===== src/rtl/bus_pkg.sv =====
// Shared definitions for the snooping bus arbiter and the cache controllers.
// Holds the bus function and line-state encodings, the arbiter state enum
// and a one-hot decode helper used to build grant vectors.
package bus_pkg;

  localparam int MAX_N   = 8;
  localparam int MAX_IDW = 3;

  typedef enum logic [1:0] {
    P_READ  = 2'b00,
    P_WRITE = 2'b01,
    B_READ  = 2'b10,
    B_WRITE = 2'b11
  } bus_func_e;

  typedef enum logic [1:0] {
    INVL = 2'b00,
    SHRD = 2'b10,
    EXCL = 2'b11
  } line_state_e;

  typedef enum logic [1:0] {
    ST_IDLE    = 2'b00,
    ST_XFER    = 2'b01,
    ST_RELEASE = 2'b10
  } arb_state_e;

  // One-hot decode sized for the largest supported cache count; callers
  // truncate the result to their own N.
  function automatic logic [MAX_N-1:0] onehot(input logic [MAX_IDW-1:0] idx);
    onehot      = '0;
    onehot[idx] = 1'b1;
  endfunction

endpackage


===== src/rtl/rr_picker.sv =====
// Round-robin winner selection, purely combinational.
// Ports:
//   req   - request vector, one bit per cache
//   ptr   - index that has highest priority this round
//   valid - at least one request is present
//   idx   - first requesting index found scanning upward from ptr with wrap
module rr_picker #(
  parameter int N   = 4,
  parameter int IDW = $clog2(N)
) (
  input  logic [N-1:0]   req,
  input  logic [IDW-1:0] ptr,
  output logic           valid,
  output logic [IDW-1:0] idx
);

  always_comb begin
    int   w_j;
    logic w_found;
    w_j     = 0;
    w_found = 1'b0;
    valid   = |req;
    idx     = '0;
    for (int k = 0; k < N; k++) begin
      w_j = (int'(ptr) + k) % N;
      if (!w_found && req[w_j[IDW-1:0]]) begin
        idx     = w_j[IDW-1:0];
        w_found = 1'b1;
      end
    end
  end

endmodule


===== src/rtl/snoop_bus_arbiter.sv =====
// Round-robin arbiter and sequencer for the shared snooping bus.
// Grants the bus to one cache controller at a time, drives the memory
// strobes for the owner's latched bus function, broadcasts snoop requests to
// the non-owners and ends each tenure on completion, requester drop or
// watchdog expiry.
// Ports:
//   clk, reset                  - bus clock, asynchronous active-low reset
//   bus_req[N], bus_func[2N]    - per-cache request and 2-bit function
//   mem_ready                   - memory access complete
//   snoop_hit_in, snoop_ready_in- per-cache snoop responses
//   bus_gnt[N], gnt_id          - registered one-hot grant and owner index
//   mem_cs, mem_rd, mem_wr      - memory strobes (combinational)
//   snoop_req[N]                - snoop broadcast to non-owners
//   snoop_hit, snoop_ready      - OR of non-owner responses, to the owner
//   busy, timeout_err           - registered status, one-cycle abort pulse
module snoop_bus_arbiter #(
  parameter int N       = 4,
  parameter int TIMEOUT = 255
) (
  input  logic                 clk,
  input  logic                 reset,
  input  logic [N-1:0]         bus_req,
  input  logic [2*N-1:0]       bus_func,
  input  logic                 mem_ready,
  input  logic [N-1:0]         snoop_hit_in,
  input  logic [N-1:0]         snoop_ready_in,
  output logic [N-1:0]         bus_gnt,
  output logic [$clog2(N)-1:0] gnt_id,
  output logic                 mem_cs,
  output logic                 mem_rd,
  output logic                 mem_wr,
  output logic [N-1:0]         snoop_req,
  output logic                 snoop_hit,
  output logic                 snoop_ready,
  output logic                 busy,
  output logic                 timeout_err
);

  import bus_pkg::*;

  localparam int IDW = $clog2(N);
  localparam int WDW = 16;
  localparam logic [IDW-1:0] LAST_ID = IDW'(N - 1);

  arb_state_e     r_state;
  arb_state_e     w_state_nxt;
  bus_func_e      r_func;
  logic [IDW-1:0] r_id;
  logic [IDW-1:0] r_ptr;
  logic [WDW-1:0] r_wdog;
  logic [N-1:0]   r_gnt;
  logic           r_busy;
  logic           r_tmo;

  logic           w_pick_valid;
  logic [IDW-1:0] w_pick_idx;
  logic [1:0]     w_func_sel;
  logic [N-1:0]   w_other;
  logic           w_xfer;
  logic           w_hit;
  logic           w_rdy;
  logic           w_done;
  logic           w_drop;
  logic           w_expire;
  logic           w_grant;
  logic           w_exit;
  logic           w_tmo_evt;

  rr_picker #(
    .N   (N),
    .IDW (IDW)
  ) u_picker (
    .req   (bus_req),
    .ptr   (r_ptr),
    .valid (w_pick_valid),
    .idx   (w_pick_idx)
  );

  assign w_func_sel = bus_func[{w_pick_idx, 1'b0} +: 2];
  assign w_xfer     = (r_state == ST_XFER);
  // r_gnt holds exactly the owner bit during XFER, so its complement is the
  // set of snooping caches.
  assign w_other    = ~r_gnt;
  assign w_hit      = w_xfer & (|(snoop_hit_in & w_other));
  assign w_rdy      = w_xfer & (|(snoop_ready_in & w_other));
  assign w_drop     = ~bus_req[r_id];
  // The watchdog is loaded with TIMEOUT on grant and counts XFER cycles, so
  // a value of 1 marks the last cycle the tenure is allowed.
  assign w_expire   = (r_wdog <= WDW'(1));

  always_comb begin
    w_state_nxt = r_state;
    w_grant     = 1'b0;
    w_exit      = 1'b0;
    w_tmo_evt   = 1'b0;
    w_done      = 1'b0;
    mem_cs      = 1'b0;
    mem_rd      = 1'b0;
    mem_wr      = 1'b0;
    snoop_req   = '0;
    case (r_state)
      ST_IDLE: begin
        if (w_pick_valid) begin
          w_grant     = 1'b1;
          w_state_nxt = ST_XFER;
        end
      end
      ST_XFER: begin
        case (r_func)
          B_WRITE: begin
            mem_cs = 1'b1;
            mem_wr = 1'b1;
            w_done = mem_ready;
          end
          B_READ: begin
            // A snoop hit means a peer supplies the line, so memory is
            // deselected and the tenure waits for the peer instead.
            mem_cs    = ~w_hit;
            mem_rd    = 1'b1;
            snoop_req = w_other;
            w_done    = w_hit ? w_rdy : mem_ready;
          end
          P_WRITE: begin
            snoop_req = w_other;
            w_done    = 1'b1;
          end
          default: w_done = 1'b1;
        endcase
        if (w_done || w_drop || w_expire) begin
          w_exit      = 1'b1;
          w_tmo_evt   = ~w_done & ~w_drop;
          w_state_nxt = ST_RELEASE;
        end
      end
      ST_RELEASE: w_state_nxt = ST_IDLE;
      default:    w_state_nxt = ST_IDLE;
    endcase
  end

  always_ff @(posedge clk or negedge reset) begin
    if (!reset) r_state <= ST_IDLE;
    else        r_state <= w_state_nxt;
  end

  always_ff @(posedge clk or negedge reset) begin
    if (!reset) begin
      r_func <= P_READ;
      r_id   <= '0;
      r_ptr  <= '0;
      r_wdog <= '0;
      r_gnt  <= '0;
      r_busy <= 1'b0;
      r_tmo  <= 1'b0;
    end else begin
      r_busy <= (w_state_nxt != ST_IDLE);
      r_tmo  <= w_tmo_evt;
      if (w_grant) begin
        r_id   <= w_pick_idx;
        r_func <= bus_func_e'(w_func_sel);
        r_wdog <= WDW'(TIMEOUT);
        r_gnt  <= N'(onehot(MAX_IDW'(w_pick_idx)));
      end else if (w_xfer) begin
        r_wdog <= r_wdog - 1'b1;
        if (w_exit) begin
          r_gnt <= '0;
          r_ptr <= (r_id == LAST_ID) ? '0 : r_id + 1'b1;
        end
      end
    end
  end

  assign bus_gnt     = r_gnt;
  assign gnt_id      = r_id;
  assign snoop_hit   = w_hit;
  assign snoop_ready = w_rdy;
  assign busy        = r_busy;
  assign timeout_err = r_tmo;

endmodule


===== config.mk =====
export PLATFORM = sky130hd
export DESIGN_NAME = snoop_bus_arbiter
export DESIGN_NICKNAME = d
export VERILOG_FILES = /design/src/rtl/bus_pkg.sv /design/src/rtl/rr_picker.sv /design/src/rtl/snoop_bus_arbiter.sv
export SDC_FILE = /design/constraint.sdc
export NUM_CORES = 1
export LEC_CHECK = 0
export BUFFER_PORTS_ARGS = -buffer_cell sky130_fd_sc_hd__buf_2
export CAP_MARGIN = 20
export CORE_MARGIN = 5
export CORE_UTILIZATION = 53
export CTS_CLUSTER_DIAMETER = 100
export CTS_CLUSTER_SIZE = 30
export DETAILED_ROUTE_END_ITERATION = 16
export PLACE_DENSITY = 0.79
export RECOVER_POWER = 100
export SLEW_MARGIN = 20
export SYNTH_ARGS = -nofsm -noshare
export SYNTH_HDL_FRONTEND = slang
export SYNTH_SLANG_ARGS = --single-unit
export TNS_END_PERCENT = 20

===== constraint.sdc =====
create_clock -name clk -period 2.3 [get_ports clk]
set_clock_uncertainty 0.15 [all_clocks]
set_input_delay 0.115 -clock clk [delete_from_list [all_inputs] [get_ports clk]]
set_output_delay 0.115 -clock clk [all_outputs]
set_load 0.05 [all_outputs]

==> results.py, run 1 <==
metrics = {
    "power_and_ir_drop": {
        "p_sw_share_pct": 50.4,
        "power.switching_mw": 1.26,
        "combPwrFrac_pct": 54.2,
        "p_int_mw": 1.24,
        "p_total_mw": 2.50,
        "seqPwrFrac_pct": 32.0,
        "leakagePower_nw": 0.935,
        "clockPowerShare_pct": 13.8,
        "p_per_area_nw_per_um2": 1180,
        "peakVddDrop_uv": 871,
    },
    "finish": {
        "drive_gt1_share_pct": 22.5,
        "n_antenna_cell": 0,
        "nFillCells": 273,
        "final_nets": 258,
        "utilization_pct": 68.2,
        "layout-area-overhead-vs-synth_pct": 22.5,
    },
    "place": {
        "hpwl_um": 3030,
        "gp_congestion": 0.896,
        "io_buffers": 39,
    },
    "cts": {
        "numClockSinks": 30,
        "clk_path_buf_depth": 2,
        "clk_pin_slew_ns": 0.11,
        "numCtsBuffers": 5,
        "clock_latency_ns": 0.34,
        "cts_setup_buffers": 0,
        "h-tree-depth": 2,
        "cts_tree": "built",
        "cts_root_buffer": "clkbuf_4",
    },
    "routing": {
        "wirelength_um": 4220,
        "vias": 1565,
        "wire_per_inst_um": 15.3,
        "antenna_left": 0,
        "via_per_inst": 5.69,
        "initialDrtViolationCount": 76,
        "first_pass_iters": 4,
        "remaining_drc_errors": 0,
    },
    "worst_setup_path": {
        "critical_path_class": "register to register",
        "end_kind": "register",
        "critPathRequiredTime_ns": 2.35,
        "worstPathMaxFanout": 9,
        "start_kind": "register",
        "cp.arrival_ns": 2.28,
    },
    "die": {
        "initial_core_util_pct": 55.7,
        "design.die.area_um2": 4500,
        "fp-row-count": 20,
        "dieWidth_um": 67.1,
        "die_y_um": 67.1,
        "core_um2": 3100,
        "io_pins": 40,
    },
    "synthesis": {
        "synth_nets": 204,
        "ys_types": 46,
        "synthCells": 176,
        "yosys-top-cells-area": "dfrtp_1 43%, nand2_1 4.8%, ha_1 3.6%, mux2i_1 3.5%, nor2_1 2.6%",
        "synth_area_leader_cell": "dfrtp_1",
        "seq_area_frac_synth_pct": 43.4,
        "synth_top_area_share_pct": 43.4,
        "synth_commonest_cells": "30 x dfrtp_1, 22 x nand2_1, 12 x nor2_1",
        "netlist_area_um2": 1730,
        "yosysMostFrequentCell": "dfrtp_1",
        "yosysWarnings": 0,
        "synth.avg_cell_area_um2": 9.82,
        "synth_top_flop_cell": "dfrtp_1",
        "synth_edf_count": 0,
        "synthArstFlopShare_pct": 100,
        "ys_ff_latch": 30,
    },
    "sta": {
        "rsz0062_at_grt": "true",
        "period_share_pct": 96.8,
        "worst_pin_slew_ns": 1.62,
        "setup_viol_count_final": 0,
        "max_freq_mhz": 449,
        "drv_slew": 31,
        "period_needed_ns": 2.23,
        "finalHoldViolCount": 0,
        "max_slew_margin_pct": -7.94,
    },
    "global_route": {
        "use_met3_pct": 4.55,
        "grt.met2_usage_pct": 35.8,
        "grt_max_degree": 31,
        "grt-ovfl-total": 0,
        "grt_use_met1_pct": 24.1,
        "antenna_found_initial": 0,
        "grt_usage_pct": 20.7,
        "top_usage_layer": "met2",
        "grt_pass1_vias": 1589,
        "grt_pass1_wl_um": 7070,
    },
    "run_status": {
        "violations": "max-capacitance violations, max-slew violations",
        "status": "finished, violations left",
    },
    "job": {
        "drv_cap": 1,
    },
    "worst_hold_path": {
        "hp-class": "input pin to register",
    },
}
## worst max-delay path: stages, from the launching register on
cell	delay, ns
dfrtp_1	0.43
nand2b_1	0.18
a21oi_1	0.20
a211o_2	0.26
mux2i_1	0.20
dlygate4sd3_1	0.56
o221ai_1	0.12
## flip-flops by register name, indices dropped and copies added, names as in the netlist
signal	count
gnt_id	2
r_wdog	16
busy	1
r_state	2
timeout_err	1
r_ptr	2
r_func	2
bus_gnt	4
## final timing paths
path / startpoint / to / slack (ns) / depth (start not counted)
setup reg to reg: r_ptr[0]$_DFFE_PN0P_ / r_func[1]$_DFFE_PN0P_ / 0.07 / 6
max in group asynchronous: reset / r_ptr[0]$_DFFE_PN0P_ / 0.50 / 2
hold / removal: mem_ready / timeout_err$_DFF_PN0_ / 0.02 / 4
min in group asynchronous: reset / r_wdog[3]$_DFFE_PN0P_ / 0.56 / 2
hold reg to reg: r_wdog[11]$_DFFE_PN0P_ / r_wdog[11]$_DFFE_PN0P_ / 0.34 / 1
setup / recovery: r_ptr[0]$_DFFE_PN0P_ / r_func[1]$_DFFE_PN0P_ / 0.07 / 6
## placed cells by master (no fill, tap or decap), types with 2 or more instances in the layout
master,synthesis,layout
a21o_1,4,4
a21oi_1,3,3
and2_1,2,2
buf_2,0,22
buf_4,0,4
clkbuf_1,4,12
clkbuf_2,0,5
clkbuf_4,0,5
dfrtp_1,30,30
dlygate4sd3_1,0,9
ha_1,5,5
inv_1,7,7
mux2_4,2,2
mux2i_1,6,6
nand2_1,22,22
nand2b_1,4,4
nand3_1,4,4
nand4_1,2,2
nor2_1,12,12
nor2b_1,7,7
nor3_1,6,7
nor3b_1,2,2
nor4_1,4,4
o211ai_1,3,3
o21ai_0,8,8
o221ai_1,2,2
o22ai_1,3,3
o31ai_1,2,2
o41ai_1,2,2
or3_1,3,3
xnor2_1,2,2
xor2_1,5,5
## cells by family (layout without fill, tap and decap cells)
family,after synthesis,after routing,synth area share [%]
AND/OR/NAND/NOR,79,79,25.3
AO/OA/AOI/OAI,34,34,14.6
flip-flops,30,30,43.4
buffers and inverters,12,67,3.04
multiplexers,9,9,6.52
XOR/XNOR,7,7,3.55
adder cells (fa/ha/maj),5,5,3.62
## per-stage QoR
step / setup TNS [ns] / hold WS [ns] / area, µm² / worst slack, ns / std cells
floorplan: 0 / -0.331 / 1730 / 0.0625 / 176
global placement: 0 / 0.0218 / 1980 / 0.195 / 258
detailed placement: 0 / 0.0252 / 1980 / 0.119 / 258
CTS: 0 / 0.0196 / 2140 / 0.0429 / 275
global route: -0.00296 / 0.0542 / 2120 / -0.00296 / 275
finish: 0 / 0.0247 / 2120 / 0.0733 / 275
## routing by layer
metal / wire (µm) / up-vias
li1: - / 743
met1: 1810 / 771
met2: 2170 / 43
met3: 175 / 8
met4: 70 / 0
met5: 0 / -
## repair_timing
item | CTS | global route
setup endpoints to repair | 0 | 4
hold buffers | 9 | 0
gates resized for setup | 0 | 3
endpoints found under the hold margin | 32 | 0
## power by group through the flow
stage	Clock [mW]	Sequential [mW]	Combinational [mW]
after floorplan	0	0.938	0.869
after CTS	0.348	0.792	1.37
after global placement	0	0.791	1.31
final	0.346	0.799	1.35
after global routing	0.376	0.818	1.45
after detailed placement	0	0.801	1.34
## area by class of cell
cell class                 instances  area, µm²  share of cell area, %
timing repair buffer              52        300                   14.2
sequential                        30        751                   35.5
clock buffer                       6       51.3                   2.42
clock inverter                     2       12.5                  0.591
tap                               44       55.1                   2.60
inverter                           7       26.3                   1.24
multi-input combinational        134        921                   43.5
No activity file was read; power rests on OpenSTA's default activity.
==> run 2: changes to the inputs <==
CTS_BUF_LIST = sky130_fd_sc_hd__clkbuf_16   (was default)
==> run 2 against run 1 <==
The run still ends with max-capacitance violations, max-slew violations left; largest power group unchanged; setup slack improved by 0.038 ns; worst hold slack got worse by 0.0015 ns; power increased by 9.7%; sequential share of layout area increased by 0.21 points; utilization decreased by 0.40 points; final cell count decreased by 2.9%; wire length decreased by 2.1%.
==> results.py, run 2 (synthesis results as in run 1) <==
metrics = {
    "routing": {
        "remaining_drc_errors": 0,
        "initialDrtViolationCount": 81,
        "first_pass_iters": 4,
        "vias": 1536,
        "antenna_left": 0,
        "wirelength_um": 4130,
        "wire_per_inst_um": 15.5,
        "via_per_inst": 5.75,
    },
    "worst_setup_path": {
        "critPathRequiredTime_ns": 2.31,
        "cp.arrival_ns": 2.20,
        "worstPathMaxFanout": 7,
        "critical_path_class": "register to register",
        "critPathTopFamily": "simple AND/OR/NAND/NOR gates",
        "cp.buffers_inverters": 0,
        "slowest_delay_ns": 0.55,
        "start_kind": "register",
        "end_kind": "register",
        "worstPathCellList": "or4_4, nor3_4, and4_1, o31a_1, mux2_4",
        "crit_path_top_delay_cell": "or4_4",
    },
    "finish": {
        "final_nets": 250,
        "final_cell_mix": "30 x dfrtp_1, 22 x nand2_1, 22 x buf_2",
        "layout_commonest_cell": "dfrtp_1",
        "drive_gt1_share_pct": 20.6,
        "layout-area-overhead-vs-synth_pct": 21.8,
        "regMostFlops": "r_wdog",
        "ff_latch_area_um2": 751,
        "nFillCells": 279,
        "largest_reg_flops": 16,
        "n_antenna_cell": 0,
        "multi_input_area_um2": 918,
    },
    "place": {
        "io_buffers": 39,
        "gp_congestion": 0.896,
        "hpwl_um": 3030,
    },
    "sta": {
        "setup_viol_count_final": 0,
        "max_freq_mhz": 457,
        "finalHoldViolCount": 0,
        "max_slew_margin_pct": -7.81,
        "worst_pin_slew_ns": 1.62,
        "rsz0062_at_grt": "false",
        "period_share_pct": 95.2,
        "fin_tns_setup_ns": 0,
        "drv_slew": 31,
        "period_needed_ns": 2.19,
    },
    "die": {
        "io_pins": 40,
        "fp-row-count": 20,
        "core_um2": 3100,
        "initial_core_util_pct": 55.7,
        "die_y_um": 67.1,
        "dieWidth_um": 67.1,
        "design.die.area_um2": 4500,
    },
    "global_route": {
        "grt_usage_pct": 21.0,
        "grt_max_degree": 31,
        "grt_pass1_vias": 1564,
        "grt-ovfl-total": 0,
        "antenna_found_initial": 0,
        "grt_pass1_wl_um": 7020,
    },
    "cts": {
        "clk_path_buf_depth": 2,
        "cts_tree": "built",
        "clk_pin_slew_ns": 0.05,
        "cts_root_buffer": "clkbuf_16",
        "numClockSinks": 30,
        "h-tree-depth": 2,
        "clock_latency_ns": 0.28,
        "numCtsBuffers": 5,
    },
    "job": {
        "drv_cap": 1,
    },
    "power_and_ir_drop": {
        "leakagePower_nw": 0.920,
        "p_per_area_nw_per_um2": 1300,
        "p_total_mw": 2.74,
        "peakVddDrop_uv": 933,
    },
    "run_status": {
        "violations": "max-capacitance violations, max-slew violations",
        "status": "finished, violations left",
    },
    "worst_hold_path": {
        "hp-class": "input pin to register",
    },
}
[run 2: through the flow]
| step | setup slack, ns | hold slack, ns | util, % | cell area [µm²] | std cells |
|---|---|---|---|---|---|
| after floorplan | 0.0625 | -0.331 | - | 1730 | 176 |
| after global placement | 0.195 | 0.0218 | 63.9 | 1980 | 258 |
| after detailed placement | 0.119 | 0.0252 | 63.9 | 1980 | 258 |
| after CTS | 0.0577 | 0.0251 | 68.8 | 2130 | 267 |
| after global routing | 0.00748 | 0.0624 | 67.8 | 2100 | 267 |
| final | 0.111 | 0.0232 | 67.8 | 2100 | 267 |
[run 2: what timing repair did]
item | CTS | global route
setup endpoints to repair | 0 | 1
setup buffers | 0 | 0
gates resized for setup | 0 | 1
hold buffers | 1 | 0
hold endpoints to repair | 30 | 0
[run 2: power by group]
part / internal (mW) / switching [mW]
clock: 0.394 / 0.235
sequential: 0.653 / 0.146
combinational: 0.401 / 0.913
[run 2: final cells by class]
class / count / area share (%)
tap: 44 / 2.62
clock inverter: 3 / 0.773
inverter: 7 / 1.25
timing repair buffer: 44 / 10.1
clock buffer: 5 / 5.95
multi-input combinational: 134 / 43.6
sequential: 30 / 35.7
[run 2: worst reg2reg max path: stages (launching register included)]
cell and delay (ns):
dfrtp_1 0.45, or4_4 0.55, nor3_4 0.16, and4_1 0.22, o31a_1 0.22, mux2_4 0.31
[run 2: path summary, 6_finish.rpt]
check                                  startpoint                      to  slack [ns]  cells past startpoint
setup / recovery            r_wdog[8]$_DFFE_PN0P_    r_ptr[0]$_DFFE_PN0P_        0.11                      5
hold / removal                        bus_func[6]   r_func[0]$_DFFE_PN0P_        0.02                      3
setup reg to reg            r_wdog[8]$_DFFE_PN0P_    r_ptr[0]$_DFFE_PN0P_        0.11                      5
hold reg to reg            r_wdog[11]$_DFFE_PN0P_  r_wdog[11]$_DFFE_PN0P_        0.33                      1
max in group asynchronous                   reset    r_ptr[0]$_DFFE_PN0P_        0.43                      2
min in group asynchronous                   reset   r_wdog[3]$_DFFE_PN0P_        0.63                      2
[run 2: routing by layer]
layer	vias to the layer above	share of wire, %	track usage (%)
met1	758	43	24.3
met5	-	0	0
li1	727	-	-
met2	40	50	35.2
met4	0	2.1	9.87
met3	11	4.5	6.24
